**config.mk**
```make
export PLATFORM = sky130hd
export DESIGN_NAME = spu_tile_sequencer
export DESIGN_NICKNAME = d
export VERILOG_FILES = /design/src/rtl/spu_tile_sequencer_pkg.sv /design/src/rtl/spu_tile_sequencer_cmd_fifo.sv /design/src/rtl/spu_tile_sequencer.sv
export SDC_FILE = /design/constraint.sdc
export NUM_CORES = 1
export LEC_CHECK = 0
export BUFFER_PORTS_ARGS = -buffer_cell sky130_fd_sc_hd__buf_2
export CAP_MARGIN = 15
export CORE_ASPECT_RATIO = 0.6
export CORE_MARGIN = 10
export CORE_UTILIZATION = 30
export CTS_BUF_LIST = sky130_fd_sc_hd__clkbuf_2 sky130_fd_sc_hd__clkbuf_4 sky130_fd_sc_hd__clkbuf_8
export DETAILED_ROUTE_END_ITERATION = 8
export PLACE_DENSITY = 0.52
export SYNTH_ARGS = -nofsm -noshare
export SYNTH_HDL_FRONTEND = slang
export SYNTH_SLANG_ARGS = --single-unit
```
**constraint.sdc**
```tcl
create_clock -name i_clock -period 9.2 [get_ports i_clock]
set_input_delay 1.84 -clock i_clock [delete_from_list [all_inputs] [get_ports i_clock]]
set_output_delay 1.84 -clock i_clock [all_outputs]
set_load 0.02 [all_outputs]
```
**src/rtl/spu_tile_sequencer_pkg.sv**
```systemverilog
// spu_tile_sequencer_pkg: colour, sprite command and sequencer state types shared by the tile sequencer.
package spu_tile_sequencer_pkg;
  typedef logic [23:0] ColorRGB;
  typedef logic [31:0] ColorRGBA;
  typedef struct packed {
    logic [15:0] x;
    logic [15:0] y;
    ColorRGBA    color;
    logic        last;
  } SpriteCmd;
  typedef enum logic [1:0] {IDLE, CLEAR, DRAW, READ} SeqState;
endpackage

```
**src/rtl/spu_tile_sequencer_cmd_fifo.sv**
```systemverilog
// spu_cmd_fifo: SpriteCmd FIFO with full/empty/count; a push while full is taken only together with a pop.
module spu_cmd_fifo
  import spu_tile_sequencer_pkg::*;
#(
  parameter int DEPTH = 8
) (
  input  logic                     clk,
  input  logic                     rst,
  input  logic                     push,
  input  SpriteCmd                 din,
  input  logic                     pop,
  output SpriteCmd                 dout,
  output logic                     full,
  output logic                     empty,
  output logic [$clog2(DEPTH):0]   count
);
  localparam int AW = $clog2(DEPTH);
  SpriteCmd mem [DEPTH];
  logic [AW-1:0] wr_ptr, rd_ptr;
  logic do_push, do_pop;
  assign do_pop  = pop && !empty;
  assign do_push = push && (!full || do_pop);
  assign full    = count[AW];
  assign empty   = count == '0;
  assign dout    = mem[rd_ptr];
  always_ff @(posedge clk) begin
    if (rst) begin
      wr_ptr <= '0;
      rd_ptr <= '0;
      count  <= '0;
    end else begin
      if (do_push) wr_ptr <= wr_ptr + AW'(1);
      if (do_pop) rd_ptr <= rd_ptr + AW'(1);
      count <= count + (AW+1)'(do_push) - (AW+1)'(do_pop);
    end
  end
  always_ff @(posedge clk) if (do_push) mem[wr_ptr] <= din;
endmodule

```
**src/rtl/spu_tile_sequencer.sv**
```systemverilog
// spu_tile_sequencer: clear / per-sprite draw / read-out sweeps of the SPU for one tile job.
// Define SPU_SEQ_CULL_EN to pop sprites whose origin lies at or past the tile's far edge in one cycle.
module spu_tile_sequencer
  import spu_tile_sequencer_pkg::*;
#(
  parameter  int TILE_SIZE = 10,
  parameter  int CMD_DEPTH = 8,
  localparam int PW        = $clog2(TILE_SIZE)
) (
  input  logic          i_clock,
  input  logic          i_reset,
  input  logic          i_start,
  input  logic [9:0]    i_tile_x,
  input  logic [9:0]    i_tile_y,
  input  logic [23:0]   i_clear_color,
  input  logic          i_no_sprites,
  input  logic          i_cmd_valid,
  output logic          o_cmd_ready,
  input  logic [15:0]   i_cmd_sprite_x,
  input  logic [15:0]   i_cmd_sprite_y,
  input  logic [31:0]   i_cmd_color,
  input  logic          i_cmd_last,
  output logic          o_spu_enable,
  output logic          o_spu_clear,
  output logic          o_spu_draw_sprite,
  output logic          o_spu_get_color,
  output logic [9:0]    o_spu_tile_x,
  output logic [9:0]    o_spu_tile_y,
  output logic [PW-1:0] o_spu_process_x,
  output logic [PW-1:0] o_spu_process_y,
  output logic [23:0]   o_spu_clear_color,
  output logic [15:0]   o_spu_sprite_x,
  output logic [15:0]   o_spu_sprite_y,
  output logic [31:0]   o_spu_sprite_color,
  input  logic [23:0]   i_spu_color,
  output logic          o_pix_valid,
  input  logic          i_pix_ready,
  output logic [23:0]   o_pix_color,
  output logic [PW-1:0] o_pix_x,
  output logic [PW-1:0] o_pix_y,
  output logic          o_pix_last,
  output logic          o_busy,
  output logic          o_done
);
  localparam logic [PW-1:0] LAST_POS = PW'(TILE_SIZE - 1);
  SeqState state, state_nx;
  SpriteCmd head, cmd_in;
  logic [PW-1:0] px, py;
  logic [$clog2(CMD_DEPTH):0] count;
  logic no_sprites, rd_done, full, empty, pop, draw, show, issue, accept, adv, at_end, culled;
  assign cmd_in = '{x: i_cmd_sprite_x, y: i_cmd_sprite_y, color: i_cmd_color, last: i_cmd_last};
  spu_cmd_fifo #(.DEPTH(CMD_DEPTH)) u_fifo (
    .clk   (i_clock),
    .rst   (i_reset),
    .push  (i_cmd_valid && !full),
    .din   (cmd_in),
    .pop   (pop),
    .dout  (head),
    .full  (full),
    .empty (empty),
    .count (count)
  );
`ifdef SPU_SEQ_CULL_EN
  logic [15:0] edge_x, edge_y;
  assign edge_x = 16'(o_spu_tile_x) * 16'(TILE_SIZE) + 16'(TILE_SIZE - 1);
  assign edge_y = 16'(o_spu_tile_y) * 16'(TILE_SIZE) + 16'(TILE_SIZE - 1);
  assign culled = head.x >= edge_x || head.y >= edge_y;
`else
  assign culled = 1'b0;
`endif
  assign at_end = px == LAST_POS && py == LAST_POS;
  assign show   = state == DRAW && !empty;
  assign draw   = show && !culled;
  assign pop    = show && (culled || at_end);
  assign accept = o_pix_valid && i_pix_ready;
  // Issue a read only when the output register is free or being drained this cycle.
  assign issue  = state == READ && !rd_done && (!o_pix_valid || i_pix_ready);
  assign adv    = state == CLEAR || draw || issue;
  assign o_cmd_ready        = !full;
  assign o_busy             = state != IDLE;
  assign o_done             = accept && o_pix_last;
  assign o_pix_color        = o_pix_valid ? i_spu_color : '0;
  assign o_spu_process_x    = px;
  assign o_spu_process_y    = py;
  assign o_spu_sprite_x     = show ? head.x : '0;
  assign o_spu_sprite_y     = show ? head.y : '0;
  assign o_spu_sprite_color = show ? head.color : '0;
  always_comb begin
    state_nx          = state;
    o_spu_enable      = 1'b0;
    o_spu_clear       = 1'b0;
    o_spu_draw_sprite = 1'b0;
    o_spu_get_color   = 1'b0;
    case (state)
      IDLE:  state_nx = i_start ? CLEAR : IDLE;
      CLEAR: begin
        o_spu_enable = 1'b1;
        o_spu_clear  = 1'b1;
        state_nx     = at_end ? (no_sprites ? READ : DRAW) : CLEAR;
      end
      DRAW: begin
        o_spu_enable      = draw;
        o_spu_draw_sprite = draw;
        state_nx          = pop && head.last ? READ : DRAW;
      end
      READ: begin
        o_spu_enable    = issue;
        o_spu_get_color = issue;
        state_nx        = o_done ? IDLE : READ;
      end
      default: state_nx = IDLE;
    endcase
  end
  always_ff @(posedge i_clock) begin
    if (i_reset) begin
      state             <= IDLE;
      px                <= '0;
      py                <= '0;
      o_spu_tile_x      <= '0;
      o_spu_tile_y      <= '0;
      o_spu_clear_color <= '0;
      no_sprites        <= 1'b0;
      rd_done           <= 1'b0;
      o_pix_valid       <= 1'b0;
      o_pix_x           <= '0;
      o_pix_y           <= '0;
      o_pix_last        <= 1'b0;
    end else begin
      state <= state_nx;
      if (state == IDLE && i_start) begin
        o_spu_tile_x      <= i_tile_x;
        o_spu_tile_y      <= i_tile_y;
        o_spu_clear_color <= i_clear_color;
        no_sprites        <= i_no_sprites;
        rd_done           <= 1'b0;
      end
      if (adv) begin
        px <= px == LAST_POS ? '0 : px + PW'(1);
        if (px == LAST_POS) py <= py == LAST_POS ? '0 : py + PW'(1);
      end
      if (issue) begin
        o_pix_x    <= px;
        o_pix_y    <= py;
        o_pix_last <= at_end;
        rd_done    <= at_end;
      end
      o_pix_valid <= issue || (o_pix_valid && !i_pix_ready);
    end
  end
  always_ff @(posedge i_clock) if (!i_reset) assert (empty == (count == '0));
endmodule

```
---- Word level (Yosys, flattened, before mapping) ----
Memories as Yosys holds them, arrays and structs flattened. A register that Yosys moved wholly into a read port is not among the register bits.
Cells that the tools add are included.
cells by class
  add/sub/neg operators ................... 6
  equality and inequality tests ........... 5
  reduce and logical (&&, ||, !) cells .... 28
  mux-type cells .......................... 22
operators by type and width
  cell                                                                    number
  16-bit two-way mux                                                      2
  32-bit two-way mux                                                      1
  24-bit two-way mux                                                      1
  1-bit logical AND                                                       13
  1-bit two-way mux                                                       10
  4-bit by 1-bit adder with 4-bit output (second input constant)          2
  4-bit equality test (second input constant)                             2
  4-bit two-way mux                                                       2
  2-bit case mux with 4 select lines                                      1
  3-bit by 1-bit adder with 3-bit output (second input constant)          2
  3-bit two-way mux                                                       2
  1-bit zero test                                                         5
  1-bit logical OR                                                        5
  4-bit by 1-bit adder with 4-bit output                                  1
  2-bit equality test (second input constant)                             2
  4-bit zero test                                                         1
  2-bit two-way mux                                                       2
  2-bit nonzero test                                                      2
  4-bit by 1-bit subtractor with 4-bit output                             1
  1-bit case mux with 3 select lines                                      1
  2-bit by 1-bit equality test with 1-bit output (second input constant)  1
  2-bit zero test                                                         1
  2-bit AND reduction                                                     1
word-level totals
  memory bits (writable) .................. 520
  memories kept ........................... 1
  input bits .............................. 139
  output and inout port bits .............. 157
  bits in registers ....................... 76
memory list
  name        words  bits a word  read ports  clocked after memory_dff  write ports  line                               source
  u_fifo.mem  8      65           1           1                         1            spu_tile_sequencer_cmd_fifo.sv:18  SpriteCmd mem [DEPTH];

---- Depth between registers and ports, before layout ----
Gate-level depths: netlist (run 1).
  depth after elaboration ................. 9
  mapped depth ............................ 13

---- Modules after synthesis ----
Synthesis (run 1) repeated with hierarchy kept, for this count alone.
second synthesis, totals
  cells, all modules ...................... 1,247
  area, all modules ....................... 23,378.7 um2
by module, submodules not included
  module              area an instance (um2)  times used  cells an instance
  spu_cmd_fifo        20,195.6                1           830
  spu_tile_sequencer  3,183.1                 1           417

---- Worst setup path before layout (run 1) ----
OpenSTA, ideal clock, no wires.
  path kind ............................... input-to-reg
  from .................................... input i_cmd_valid
  to ...................................... memory u_fifo.mem[0][0] (netlist name) (enable)
  setup time .............................. 0.568 ns
  stages on the path ...................... 4
  slack ................................... 1.891 ns
  data required time ...................... 8.632 ns
  arrival time ............................ 6.741 ns
  path buffers ............................ 1
  path through ............................ nor2b_1 > clkbuf_1 > nand2b_1 > nor3_1
between the ends
  cells in the longest elaborated chain, start to end .. 4
ends and longest elaborated chain
  what                                     line                               source
  from (decl)                              spu_tile_sequencer.sv:17           input logic i_cmd_valid,
  1-bit logical AND                        spu_tile_sequencer.sv:55           .push (i_cmd_valid && !full),
  1-bit logical AND                        spu_tile_sequencer_cmd_fifo.sv:22  assign do_push = push && (!full || do_pop);
  via u_fifo.do_push                       spu_tile_sequencer_cmd_fifo.sv:20  logic do_push, do_pop;
  1-bit two-way mux                        spu_tile_sequencer_cmd_fifo.sv:37  always_ff @(posedge clk) if (do_push) mem[wr_ptr] <= din;
  1-bit two-way mux (implied by the code)  spu_tile_sequencer_cmd_fifo.sv:37
  to (decl)                                spu_tile_sequencer_cmd_fifo.sv:18
The timed path passes the listed nets, and every way through them passes these cells.

==> flow_metrics.tcl, run 1 <==
set metrics [dict create \
    synthTopCellsByArea "edfxtp_1 68%, mux4_2 13%, dfxtp_1 6.9%" \
    crit_path_cell_trace "buf_12 > mux4_2 > mux2i_1 > nor2_1 > buf_2" \
    synth_common_cells "520 x edfxtp_1, 130 x mux4_2, 100 x nand2_1, 91 x nor2_1, 79 x dfxtp_1" \
    die_w_um 377 \
    placementRows 78 \
    drt_iter0_markers 870 \
    overflow 0 \
    cts_tree "yes" \
    yosys.cell_count.top_type "edfxtp_1" \
    grt_use_total 0.128 \
    leakagePower_nw 9.16 \
    dp_hpwl_um 33300 \
    holdPathStages 2 \
    cts_root_buffer "clkbuf_8" \
    powerDensity_nw_per_um2 205 \
    clk_latency_ns 0.69 \
    worst_slew_pin_slew_ns 1.02 \
    synth_cell_type_count 46 \
    r2r_end "u_fifo.mem[6][61]$_DFFE_PP_" \
    min_to "o_spu_tile_y[7]$_SDFFE_PP0P_" \
    r2r-start "u_fifo.count[3]$_SDFF_PP0_" \
    vias_per_cell 4.60 \
    dieHeight_um 234 \
    via_count 12200 \
    gp_congestion 0.736 \
    grt_busiest_layer "met2" \
    drc 0 \
    postLayoutCoreUtil 0.361 \
    portBuffers 295 \
    setup_tns_ns 0 \
    ys_warn_count 0 \
    path_class "reg -> out" \
    clk_pin_slew_ns 0.05 \
    async_flop_share 0 \
    grt_pass1_wl_um 84800 \
    clock_skew_ns 0.0212 \
    first_pass_iters 5 \
    avgSynthCellArea_sq_um 18.6 \
    synth_area_leader_cell "edfxtp_1" \
    postCtsHoldBufs 0 \
    drt-total-wl_um 57200 \
    seq_area_frac_synth 0.751 \
    numCtsBuffers 93 \
    synth-edff-count 520 \
    cap_violations 0 \
    worstPathArrival_ns 3.58 \
    cpMaxStageDelayCell "dfxtp_4" \
    boundaryPins 296 \
    r2r_cells 4 \
    post-route-period-util 0.590 \
    ctsLongestPathBuffers 3 \
    die-area_sq_um 88100 \
    drive_gt1_frac 0.365 \
    hold_viol_final 0 \
    slew_headroom 0.319 \
    post_cts_resized 0 \
    grt_pass1_vias 13100 \
    wl_per_cell_um 21.6 \
    grt_use_met3 0.0351 \
    crit_path_start_kind "flip-flop" \
    synth_top_area_share 0.682 \
    floorplan.initialDensity 0.303 \
    placed_cells 2476 \
    synthCells 1229 \
    finalCriticalPeriod_ns 5.42 \
    ant_nets 0 \
    finalNetCount 1718 \
    clock_sinks 599 \
    syn_to_final_growth_pct 19.3 \
    worstPathRequired_ns 7.36 \
    core-area_sq_um 75600 \
    post_cts_buffers 0 \
    finalSetupViolCount 0 \
    grt_use_met2 0.212 \
    hp-start "o_spu_tile_y[7]$_SDFFE_PP0P_" \
    seqCellArea_sq_um 17200 \
    rsz0062_at_grt "false" \
    fin_cells 2647 \
    status "complete, no violations" \
    r2r_slack_ns 6.14 \
    grt_max_degree 92 \
    yosys_register_bits 599 \
    synth_flop_cell "edfxtp_1" \
    syn_nets 1376 \
    peakVddDrop_mv 0.0988 \
    htreeDepth 3 \
    min_path_type "reg -> reg" \
    finalMaxSlewViolations 0 \
    antenna_found_initial 11 \
    crit_fanout 91 \
    final.fill_count 7084 \
    multi_input_area_sq_um 5420 \
    synth_area_sq_um 22900 \
    gr-usage-met1 0.164 \
    max_freq_mhz 184 \
    endpoint_kind "output port" \
    cpPeakStageDelay_ns 0.92 \
]
-- worst max-delay path by stage --
| stage | slack (ns) | end |
|---|---|---|
| floorplan | 1.89 | u_fifo.mem[0][0]$_DFFE_PP_ |
| global placement | 4.32 | o_spu_sprite_color[31] |
| detailed placement | 4.32 | o_spu_sprite_color[31] |
| CTS | 3.54 | o_spu_sprite_color[31] |
| global route | 3.42 | o_spu_sprite_color[31] |
| finish | 3.78 | o_spu_sprite_color[31] |
-- power by group --
group	internal, mW	total, mW	switching, mW
logic	0.132	0.367	0.236
clock network	1.08	2.10	1.03
registers	3.10	3.13	0.0358
total	4.31	5.61	1.30
-- flip-flops by register name, indices dropped and copies added (netlist names), named ones only --
register           flops
rd_done                1
no_sprites             1
o_spu_tile_y          10
u_fifo.rd_ptr          3
o_pix_valid            1
o_spu_clear_color     24
state                  2
u_fifo.wr_ptr          3
o_pix_last             1
o_spu_process_x        4
o_pix_x                4
o_spu_process_y        4
o_pix_y                4
o_spu_tile_x          10
u_fifo.count           4
u_fifo.mem           520
-- logic make-up after synthesis --
| logic type | synth area share |
|---|---|
| AO/OA/AOI/OAI | 0.0192 |
| XOR/XNOR | 0.00153 |
| adder cells (fa/ha/maj) | 0.00470 |
| buffers and inverters | 0.0146 |
| flip-flops | 0.751 |
| multiplexers | 0.160 |
| AND/OR/NAND/NOR | 0.0486 |
-- placed cells by master, fill, tap and decap left out, drive strengths merged, types with 2 or more instances in the layout --
master    instances
edfxtp          520
buf             314
mux4            130
clkbuf          123
nand2           100
nor2             92
dfxtp            79
mux2i            73
a21oi            56
clkinv           40
and2             25
inv              17
nand2b            9
o21ai             8
ha                7
nor2b             6
clkinvlp          5
or4               5
nor3              4
o31ai             3
a31oi             3
xnor2             3
diode             2
nand3             2
a31o              2
or2               2
-- layout make-up --
| cell class | instances | share of cell area |
|---|---|---|
| repair buffers | 314 | 0.0597 |
| well taps | 1000 | 0.0458 |
| inverters | 16 | 0.00220 |
| clock inverters | 46 | 0.00756 |
| diodes | 2 | 0.000183 |
| clock buffers | 123 | 0.0558 |
| multi-input cells | 547 | 0.199 |
| flip-flops and latches | 599 | 0.630 |
-- metal layers --
metal | vias up | routed length, um
met5 | - | 98
met4 | 16 | 1010
met3 | 100 | 3000
met2 | 241 | 27900
met1 | 6317 | 25100
li1 | 5504 | -
-- metrics by stage --
step	instance area [sq um]	power, mW	worst slack [ns]	hold slack (ns)
finish	27300	5.61	3.78	0.453
global route	27300	5.86	3.42	0.471
CTS	27300	5.71	3.54	0.455
detailed placement	25600	3.57	4.32	0.446
global placement	25600	3.56	4.32	0.439
floorplan	22900	3.40	1.89	0.436
-- critical path, delay by kind of cell (launching register included) --
| family | cells | cell delay, ns |
|---|---|---|
| flops | 1 | 0.92 |
| mux | 2 | 0.95 |
| buf+inv | 2 | 0.87 |
| simple gates | 1 | 0.12 |
(Power assumes the default switching activity.)
==> run 2: changes to the inputs <==
clock period = 5.45 ns   (was 9.2 ns; I/O delays follow)
==> run 2 against run 1 <==
Effect of this change: first-iteration DRC count fell by 9.2%; sequential share of layout area fell by 0.52 points; routed wire length rose by 0.22%; sequential cell count did not move; non-clock buffer count rose by 9; worst hold slack barely moved; count of clock-buffer cells in the layout rose by 10; clock power rose by 78%; highest routed layer unchanged.
==> flow_metrics.tcl, run 2 (synthesis results as in run 1) <==
set metrics [dict create \
    setup_tns_ns 0 \
    wl_per_cell_um 21.6 \
    hold_viol_final 0 \
    cts_root_buffer "clkbuf_8" \
    finalMaxSlewViolations 0 \
    clock_sinks 599 \
    clk_pin_slew_ns 0.06 \
    clk_latency_ns 0.66 \
    overflow 0 \
    drt-total-wl_um 57300 \
    floorplan.initialDensity 0.303 \
    post_cts_resized 0 \
    max_freq_mhz 233 \
    syn_to_final_growth_pct 20.3 \
    die-area_sq_um 88100 \
    crit_path_cell_trace "buf_4 > mux4_2 > mux2i_1 > nor2_1 > buf_2" \
    postCtsHoldBufs 0 \
    boundaryPins 296 \
    placed_cells 2485 \
    die_w_um 377 \
    rsz0062_at_grt "false" \
    stdcell_area_sq_um 27500 \
    status "complete, no violations" \
    cpMaxStageDelayCell "dfxtp_4" \
    htreeDepth 3 \
    cp_num_buf_inv 2 \
    worstPathArrival_ns 3.19 \
    worst_slew_pin_slew_ns 0.964 \
    cpPeakStageDelay_ns 0.87 \
    ant_nets 0 \
    finalCriticalPeriod_ns 4.28 \
    top_regs "u_fifo.mem: 520 flops, o_spu_clear_color: 24 flops" \
    final_common_cell "edfxtp_1" \
    gp_congestion 0.729 \
    powerDensity_nw_per_um2 351 \
    antenna_found_initial 18 \
    leakagePower_nw 9.29 \
    dp_hpwl_um 34600 \
    placementRows 78 \
    ctsLongestPathBuffers 3 \
    final.fill_count 7127 \
    crit_fanout 35 \
    slew_headroom 0.352 \
    portBuffers 295 \
    drive_gt1_frac 0.377 \
    grt_max_degree 80 \
    post-route-period-util 0.786 \
    cap_violations 0 \
    vias_per_cell 4.63 \
    drc 0 \
    path_class "reg -> out" \
    peakVddDrop_mv 0.195 \
    grt_pass1_wl_um 85000 \
    finalNetCount 1724 \
    crit_path_start_kind "flip-flop" \
    worstPathRequired_ns 4.36 \
    cpLargestDelayFamily "flip-flops" \
    place_area_sq_um 25700 \
    post_cts_buffers 0 \
    min_path_type "reg -> reg" \
    fin_cells 2655 \
    holdWs_ns 0.453 \
    drt_iter0_markers 790 \
    finalSetupViolCount 0 \
    clock_skew_ns 0.0264 \
    core-area_sq_um 75600 \
    first_pass_iters 4 \
    largest_register_ffs 520 \
    via_count 12300 \
    dieHeight_um 234 \
    cts_tree "yes" \
    grt_use_total 0.128 \
    final_cell_mix "520 x edfxtp_1, 295 x buf_2, 130 x mux4_2, 103 x clkbuf_8, 100 x nand2_1" \
    grt_pass1_vias 13000 \
    numCtsBuffers 90 \
    endpoint_kind "output port" \
    regMostFlops "u_fifo.mem" \
]
run 2: cell count changes in the layout (fill, tap and decap cells not counted), moves of 5 or more:
cell / delta
diode_2: +5
buf_4: +6
clkbuf_8: +7
clkinv_1: -17
run 2: stage by stage:
| stage | worst slack [ns] | util | total power, mW |
|---|---|---|---|
| 6_report | 1.17 | 0.364 | 9.68 |
| 3_3_place_gp | 1.77 | 0.340 | 6.02 |
| 2_1_floorplan | 0.634 | - | 5.74 |
| 5_1_grt | 0.866 | 0.364 | 10.1 |
| 3_5_place_dp | 1.74 | 0.340 | 6.05 |
| 4_1_cts | 1.02 | 0.364 | 9.84 |
run 2: power breakdown:
| part | internal (mW) | switching, mW |
|---|---|---|
| clock | 2.02 | 1.72 |
| sequential | 5.23 | 0.0615 |
| combinational | 0.228 | 0.413 |
run 2: worst reg2reg max path, stage by stage (launching register included):
cell and delay [ns]:
dfxtp_1 0.31, inv_1 0.07, ha_1 0.14, nor3b_1 0.32, or2_4 0.74, nor2_1 0.20, ha_1 0.33, inv_1 0.04
ha_1 0.20, fa_1 0.41, xnor2_1 0.17, nor2_1 0.06
run 2: final timing paths:
path / from / endpoint / slack, ns / cells past startpoint
setup / recovery: flip-flop / o_spu_sprite_color[17] / 1.17 / 5
hold / removal: o_spu_clear_color[16]$_SDFFE_PP0P_ / o_spu_clear_color[16]$_SDFFE_PP0P_ / 0.45 / 2
setup reg to reg: u_fifo.count[3]$_SDFF_PP0_ / u_fifo.count[2]$_SDFF_PP0_ / 2.33 / 11
hold reg to reg: o_spu_clear_color[16]$_SDFFE_PP0P_ / o_spu_clear_color[16]$_SDFFE_PP0P_ / 0.45 / 2
run 2: final cells by class:
type / instances / area (sq um) / share of cell area
Inverter: 16 / 60.1 / 0.00218
Sequential cell: 599 / 17200 / 0.625
Tap cell: 1000 / 1250 / 0.0454
Timing Repair Buffer: 323 / 1740 / 0.0631
Clock inverter: 30 / 186 / 0.00677
Clock buffer: 133 / 1640 / 0.0597
Antenna cell: 7 / 17.5 / 0.000636
Multi-Input combinational cell: 547 / 5440 / 0.197
run 2: per-layer routing:
metal / track usage / share of wire / vias to the layer above
met2: 0.202 / 0.47 / 256
met3: 0.0351 / 0.050 / 106
met4: 0.0428 / 0.023 / 12
met5: 0 / 0.0014 / -
met1: 0.169 / 0.45 / 6399
li1: - / - / 5526
